`config.mk`:
```
export PLATFORM = sky130hd
export DESIGN_NAME = uart_rx_buffered
export DESIGN_NICKNAME = d
export VERILOG_FILES = /design/src/rtl/uart_pkg.sv /design/src/rtl/sync_fifo.sv /design/src/rtl/uart_rx_buffered.sv
export SDC_FILE = /design/constraint.sdc
export NUM_CORES = 2
export LEC_CHECK = 0
export BUFFER_PORTS_ARGS = -buffer_cell sky130_fd_sc_hd__buf_2
export CORE_MARGIN = 5
export CORE_UTILIZATION = 57
export DETAILED_ROUTE_END_ITERATION = 10
export PLACE_DENSITY = 0.73
export SLEW_MARGIN = 10
export SYNTH_ARGS = -nofsm -noshare
export SYNTH_HDL_FRONTEND = slang
export SYNTH_SLANG_ARGS = --single-unit
```
`constraint.sdc`:
```
create_clock -name clk -period 4.4 [get_ports clk]
set_input_delay 0.44 -clock clk [delete_from_list [all_inputs] [get_ports clk]]
set_output_delay 0.44 -clock clk [all_outputs]
set_load 0.005 [all_outputs]
```
`src/rtl/uart_pkg.sv`:
```
// Shared types and helpers for the buffered UART receiver.
package uart_pkg;

  typedef enum logic [1:0] {
    PAR_NONE = 2'd0,
    PAR_EVEN = 2'd1,
    PAR_ODD  = 2'd2
  } parity_e;

  typedef enum logic [2:0] {
    IDLE,
    START,
    DATA,
    PARITY,
    STOP
  } rx_state_e;

  // Clock cycles per bit, rounded down.
  function automatic int f_uart_div(input int freq, input int baud);
    return freq / baud;
  endfunction

endpackage

```
`src/rtl/sync_fifo.sv`:
```
// Single-clock first-word fall-through FIFO; writes to a full FIFO and reads from an empty one are ignored.
module sync_fifo #(
  parameter int WIDTH      = 8,
  parameter int ADDR_WIDTH = 8
) (
  input  logic                  clk,
  input  logic                  rst,
  input  logic                  wr_en,
  input  logic [WIDTH-1:0]      wr_data,
  output logic                  full,
  input  logic                  rd_en,
  output logic [WIDTH-1:0]      rd_data,
  output logic                  empty,
  output logic [ADDR_WIDTH:0]   count
);

  localparam int DEPTH = 2**ADDR_WIDTH;

  logic [WIDTH-1:0]      mem [DEPTH];
  logic [ADDR_WIDTH-1:0] wr_ptr, rd_ptr;
  logic                  do_wr, do_rd;

  assign full    = (count == (ADDR_WIDTH+1)'(DEPTH));
  assign empty   = (count == '0);
  assign do_wr   = wr_en & ~full;
  assign do_rd   = rd_en & ~empty;
  // Head word is forced to zero when empty so the output is defined after reset.
  assign rd_data = empty ? '0 : mem[rd_ptr];

  always_ff @(posedge clk) begin
    if (rst) begin
      wr_ptr <= '0;
      rd_ptr <= '0;
      count  <= '0;
    end else begin
      if (do_wr) wr_ptr <= wr_ptr + ADDR_WIDTH'(1);
      if (do_rd) rd_ptr <= rd_ptr + ADDR_WIDTH'(1);
      case ({do_wr, do_rd})
        2'b10:   count <= count + (ADDR_WIDTH+1)'(1);
        2'b01:   count <= count - (ADDR_WIDTH+1)'(1);
        default: count <= count;
      endcase
    end
  end

  always_ff @(posedge clk) begin
    if (do_wr) mem[wr_ptr] <= wr_data;
  end

endmodule

```
`src/rtl/uart_rx_buffered.sv`:
```
// Oversampling UART receiver: synchroniser, baud/bit counters, frame FSM and error logic feeding an FWFT FIFO.
module uart_rx_buffered
  import uart_pkg::*;
#(
  parameter int G_CLOCK_FREQ        = 20000000,
  parameter int G_BAUDRATE          = 115200,
  parameter int G_DATA_WIDTH        = 8,
  parameter int G_PARITY            = 0,
  parameter int G_STOP_BIT_NUMBER   = 1,
  parameter int G_FIRST_BIT         = 0,
  parameter int G_POLARITY          = 1,
  parameter int G_BUFFER_ADDR_WIDTH = 8
) (
  input  logic                           clk,
  input  logic                           rst,
  input  logic                           i_rx,
  output logic [G_DATA_WIDTH-1:0]        o_data,
  output logic                           o_valid,
  input  logic                           i_ready,
  output logic [G_BUFFER_ADDR_WIDTH:0]   o_count,
  output logic                           o_parity_err,
  output logic                           o_frame_err,
  output logic                           o_overflow,
  output logic                           o_busy
);

  localparam int             C_DIV  = f_uart_div(G_CLOCK_FREQ, G_BAUDRATE);
  localparam int             CW     = $clog2(C_DIV);
  localparam logic [CW-1:0]  C_FULL = CW'(C_DIV - 1);
  localparam logic [CW-1:0]  C_HALF = CW'(C_DIV/2 - 1);
  localparam parity_e        C_PAR  = parity_e'(G_PARITY);
  localparam logic           C_IDLE = (G_POLARITY != 0);
  localparam logic           C_INV  = (G_POLARITY == 0);

  rx_state_e               state_q, state_d;
  logic                    rx_meta, rx_sync, line, line_d, fall;
  logic [CW-1:0]           baud_cnt;
  logic                    baud_tick;
  logic [3:0]              bit_cnt;
  logic                    last_data, last_stop;
  logic [G_DATA_WIDTH-1:0] shreg;
  logic                    par_err, frm_err, stop_bad, par_exp;
  logic                    wr_req, fifo_full, fifo_empty;

  // Synchroniser preset to the idle level so reset never fakes a start edge.
  always_ff @(posedge clk) begin
    if (rst) begin
      rx_meta <= C_IDLE;
      rx_sync <= C_IDLE;
      line_d  <= 1'b1;
    end else begin
      rx_meta <= i_rx;
      rx_sync <= rx_meta;
      line_d  <= line;
    end
  end

  assign line      = rx_sync ^ C_INV;
  assign fall      = line_d & ~line;
  assign baud_tick = (baud_cnt == '0);
  assign last_data = (bit_cnt == 4'(G_DATA_WIDTH - 1));
  assign last_stop = (bit_cnt == 4'(G_STOP_BIT_NUMBER - 1));
  assign par_exp   = (^shreg) ^ (C_PAR == PAR_ODD);
  assign stop_bad  = frm_err | ~line;

  always_ff @(posedge clk) begin
    if (rst) state_q <= IDLE;
    else     state_q <= state_d;
  end

  always_comb begin
    state_d = state_q;
    case (state_q)
      IDLE:    if (fall) state_d = START;
      START:   if (baud_tick) state_d = line ? IDLE : DATA;
      DATA:    if (baud_tick && last_data) state_d = (C_PAR == PAR_NONE) ? STOP : PARITY;
      PARITY:  if (baud_tick) state_d = STOP;
      STOP:    if (baud_tick && last_stop) state_d = IDLE;
      default: state_d = IDLE;
    endcase
  end

  always_ff @(posedge clk) begin
    if (rst) begin
      baud_cnt     <= '0;
      bit_cnt      <= '0;
      shreg        <= '0;
      par_err      <= 1'b0;
      frm_err      <= 1'b0;
      wr_req       <= 1'b0;
      o_parity_err <= 1'b0;
      o_frame_err  <= 1'b0;
    end else begin
      wr_req       <= 1'b0;
      o_parity_err <= 1'b0;
      o_frame_err  <= 1'b0;
      if (state_q == IDLE) begin
        // Half-bit preload lands the start sample mid-bit.
        baud_cnt <= C_HALF;
        bit_cnt  <= '0;
        par_err  <= 1'b0;
        frm_err  <= 1'b0;
      end else if (!baud_tick) begin
        baud_cnt <= baud_cnt - CW'(1);
      end else begin
        baud_cnt <= C_FULL;
        case (state_q)
          DATA: begin
            if (G_FIRST_BIT == 0) shreg <= {line, shreg[G_DATA_WIDTH-1:1]};
            else                  shreg <= {shreg[G_DATA_WIDTH-2:0], line};
            bit_cnt <= last_data ? 4'd0 : bit_cnt + 4'd1;
          end
          PARITY: par_err <= line ^ par_exp;
          STOP: begin
            bit_cnt <= bit_cnt + 4'd1;
            if (last_stop) begin
              wr_req       <= ~par_err & ~stop_bad;
              o_parity_err <= par_err;
              o_frame_err  <= stop_bad;
            end else begin
              frm_err <= stop_bad;
            end
          end
          default: ;
        endcase
      end
    end
  end

  sync_fifo #(
    .WIDTH      (G_DATA_WIDTH),
    .ADDR_WIDTH (G_BUFFER_ADDR_WIDTH)
  ) u_fifo (
    .clk     (clk),
    .rst     (rst),
    .wr_en   (wr_req),
    .wr_data (shreg),
    .full    (fifo_full),
    .rd_en   (i_ready),
    .rd_data (o_data),
    .empty   (fifo_empty),
    .count   (o_count)
  );

  assign o_valid    = ~fifo_empty;
  assign o_overflow = wr_req & fifo_full;
  assign o_busy     = (state_q != IDLE);

endmodule

```
==> impl.org <==
** Worst setup path
- In this run the worst path has a maximum fanout of 48.
- For the worst setup path, the data required time is 3.96 ns.
- R2R depth :: 14
- In this run the register-to-register setup slack is 0.77 ns.
- Critical Path Source Type :: flip-flop
- STA puts the critical path data arrival time at 3.98 ns.
- Crit path to :: o_data[5]
- The critical path is of the flip-flop to primary output type.
- The worst setup path is captured at a primary output.
- Worst r2r src :: u_fifo.count[4]
- The worst register-to-register path ends at u_fifo.count[6].

** GRT
- Overall Global Routing Usage :: 0.288
- The via count of the first global-routing pass was 44216.
- Entering global routing, the biggest net connects 217 pins.
- The first global-routing pass estimated 317000 µm of wire.
- The initial antenna violation count came to 2.
- Global route total overflow :: 0

** Pwr
- Cell internal power was estimated by the tool at 31.5 mW.
- VDD IR max :: 0.327 mV
- Of the total power, combinational logic draws 0.003.
- Share of power burned in registers :: 0.556
- Cell area power density :: 411 nW/µm²
- In this run the static leakage power is 29.6 nW.
- Clock Power Share :: 0.441
- Summed over all nets, the switching power comes to 7.51 mW.
- Switching share of total power :: 0.192

** Clock network
- The clock reaches the later pin of the worst-skew pair after 0.86 ns.
- Clock tree synthesis inserted a total of 204 buffers.
- After clock tree synthesis, the clock-pin slew on the worst setup and hold paths is 0.06 ns.
- TritonCTS built the clock tree.
- Deepest level of the CTS H-tree :: 4
- Number of clock sinks seen by CTS :: 2112
- CTS Root Buffer Type :: clkbuf_16
- Maximum count of clock buffers along a single path :: 3

** Status
- Status :: complete, but fails checks
- The final reports fail on setup timing.

** Floorplan
- The total area inside the core boundary comes to 146000 µm².
- Floorplan row count :: 140
- 26 I/O pins were placed.
- Starting utilization of the core area :: 0.572
- Die Height :: 392 µm
- Die width :: 392 µm
- The floorplan step defined a die boundary enclosing 154000 µm².

** Routing
- WL/cell :: 32.7 µm
- Vias :: 45741
- Final wirelength :: 222000 µm
- In the routed layout, each cell is associated on average with a via count of 6.75.
- Total DRC errors in the routed layout :: 0
- In this run the remaining antenna-violating nets after routing total 0.
- Pre-antenna DRT Iters :: 5
- Number of design-rule violations left by the first detailed-router iteration :: 6873

** Logic synthesis
- The mapped netlist covers 83300 µm².
- Register area share after synthesis :: 0.753
- In this run, synthesis produced a sequential element count of 2112.
- The number of nets handed over by synthesis was 4336.
- Synthesized area per cell :: 19.3 µm²
- Counting distinct cell types in the post-synthesis netlist gives 79.
- Main flop type after synthesis :: edfxtp_1
- Async S/R FF share, synth :: 0
- Ys Warns :: 0
- Gate count of the mapped netlist :: 4321
- Number of enable-type register cells in the synthesized netlist :: 2048

** Final layout
- The top cell types in the final layout, fill and taps aside, are edfxtp_1 (2048), nor2_1 (369), buf_4 (338).
- Cell Count, Final, Fillers Out :: 6774
- Final net count :: 4708
- The filler cells instantiated in the layout total 9275.
- Leaving out fill and tap cells, the most frequent cell in the layout is edfxtp_1.
- Relative to the synthesized area, the layout overhead comes to 14.0%.
- In the final layout, the share of cells above drive strength 1 is 0.238.

** Timing
- Final critical path time including I/O delays and setup :: 4.42 ns
- Setup violations remaining at the end of the flow were counted as 3.
- The count of endpoints failing hold in the final timing report is 0.
- Share of the cycle needed by the critical path after routing :: 1.00
- Actual slew at the worst max-slew pin :: 1.33 ns
- Worst hold slack across all endpoints :: 0.274 ns
- The worst pin sits at a relative slew slack of 0.116.
- Count of pins over their slew limit :: 0
- Based on the critical path, the design can be clocked at up to 226 MHz.
- On the final layout, the worst clock skew is 0.0566 ns.
- Post-route setup slack :: -0.0201 ns

** Flow run
- Max-cap violations :: 0

** Min path
- Worst Hold Class :: input pin to flip-flop
- Counting instances, the worst hold path has a depth of 2.
- The startpoint identified for the worst hold timing path is rst.

** Placed design
- Gpl congestion :: 0.912
- Sum of net half-perimeters after detailed placement :: 137000 µm
- After detailed placement, the design holds a cell count of 6374.
- The count of buffers added on input and output ports is 25.
[routing by layer]
| layer | part of all wire | vias up | GRT usage |
|---|---|---|---|
| met5 | 0.000059 | - | 0 |
| met2 | 0.46 | 3295 | 0.429 |
| met4 | 0.046 | 2 | 0.120 |
| li1 | - | 18479 | - |
| met3 | 0.13 | 552 | 0.0831 |
| met1 | 0.37 | 23413 | 0.405 |
[worst min path at each step]
stage                to  slack, ns
6_report       shreg[0]       0.27
5_1_grt        shreg[0]       0.27
4_1_cts        shreg[2]       0.21
3_5_place_dp       line       0.40
3_3_place_gp       line       0.40
2_1_floorplan      line       0.39
[kinds of logic after synthesis]
group | synth area share
AO/OA/AOI/OAI | 0.0381
XOR/XNOR | 0.00368
adder cells (fa/ha/maj) | 0.00165
buffers and inverters | 0.0226
flip-flops | 0.753
multiplexers | 0.140
AND/OR/NAND/NOR | 0.0411
[Yosys cell counts, drive strengths merged (6+ instances only)]
library cell,n,area [µm²]
mux2,7,78.8
a211oi,31,233
mux4,371,8490
o221ai,73,652
a22o,8,70.1
nor4,21,131
nand2,90,338
inv,14,52.6
o22ai,92,582
xnor2,17,149
a221oi,7,61.3
ha,11,138
nor2,375,1410
or3,18,113
nand4,23,144
a22oi,32,240
a2111oi,24,224
o32ai,7,61.3
mux2i,305,3050
dfxtp,64,1280
a211o,7,61.3
a21oi,58,290
a311oi,6,52.6
xor2,18,158
nor2b,16,100
nor3,92,460
edfxtp,2048,61500
nor3b,8,65.1
and3b,6,52.6
buf,145,1360
clkbuf,120,468
o21ai,61,305
nand3,56,285
a31oi,8,50.1
and2,14,87.6
[through the flow]
step                      cell area, µm²  utilization  worst slack, ns  setup TNS (ns)  power, mW
after detailed placement           87400        0.600           -0.262          -0.384       22.3
after global placement             87400        0.600           -0.587          -0.710       22.3
final                              95000        0.652          -0.0201         -0.0391       39.0
after global routing               95000        0.652           -0.114          -0.132       40.1
after CTS                          94500        0.649          -0.0217         -0.0217       39.2
after floorplan                    83300            -           0.0445               0       22.2
[area by class of cell]
| type | instances | area, µm² | share of cell area |
|---|---|---|---|
| Timing Repair Buffer | 431 | 4000 | 0.0422 |
| Sequential cell | 2112 | 62800 | 0.662 |
| Antenna cell | 3 | 7.51 | 0.0000791 |
| Clock inverter | 123 | 1190 | 0.0126 |
| Clock buffer | 244 | 5350 | 0.0563 |
| Multi-Input combinational cell | 1929 | 19100 | 0.201 |
| Inverter | 15 | 58.8 | 0.000619 |
| Tap cell | 1917 | 2400 | 0.0253 |
[timing repair]
item | CTS | global route
endpoints found under the setup margin | 8 | 8
hold buffers | 1 | 0
hold endpoints to repair | 1 | 0
gates cloned | 4 | 5
pin swaps | 3 | 16
buffers inserted | 11 | 9
resized for setup | 82 | 48
[registers in the layout, indices dropped and copies added, names as in the netlist, named ones only]
| name | count |
|---|---|
| bit_cnt | 4 |
| u_fifo.mem | 2048 |
| par_err | 1 |
| u_fifo.wr_ptr | 8 |
| shreg | 8 |
| o_frame_err | 1 |
| wr_req | 1 |
| line_d | 1 |
| u_fifo.rd_ptr | 8 |
| o_parity_err | 1 |
| u_fifo.count | 9 |
| state_q | 3 |
| line | 1 |
| baud_cnt | 8 |
| rx_meta | 1 |
| frm_err | 1 |
[worst max-delay path: stages, from the launching register on]
cell	delay, ns
dfxtp_4	0.38
buf_12	0.19
nor2b_4	0.23
buf_6	0.20
buf_4	0.24
a21oi_1	0.10
and3_1	0.25
a2111oi_1	0.38
and3_2	0.32
nand4_1	0.31
o41ai_4	0.22
buf_2	0.21
[power by group through the flow]
stage          clock (mW)  sequential (mW)  combinational [mW]
2_1_floorplan           0             22.2              0.0859
3_3_place_gp            0             22.1               0.106
3_5_place_dp            0             22.1               0.108
4_1_cts              17.3             21.7               0.112
5_1_grt              18.3             21.7               0.125
6_report             17.2             21.7               0.114
Note: power is estimated with default switching activity, not from simulation.
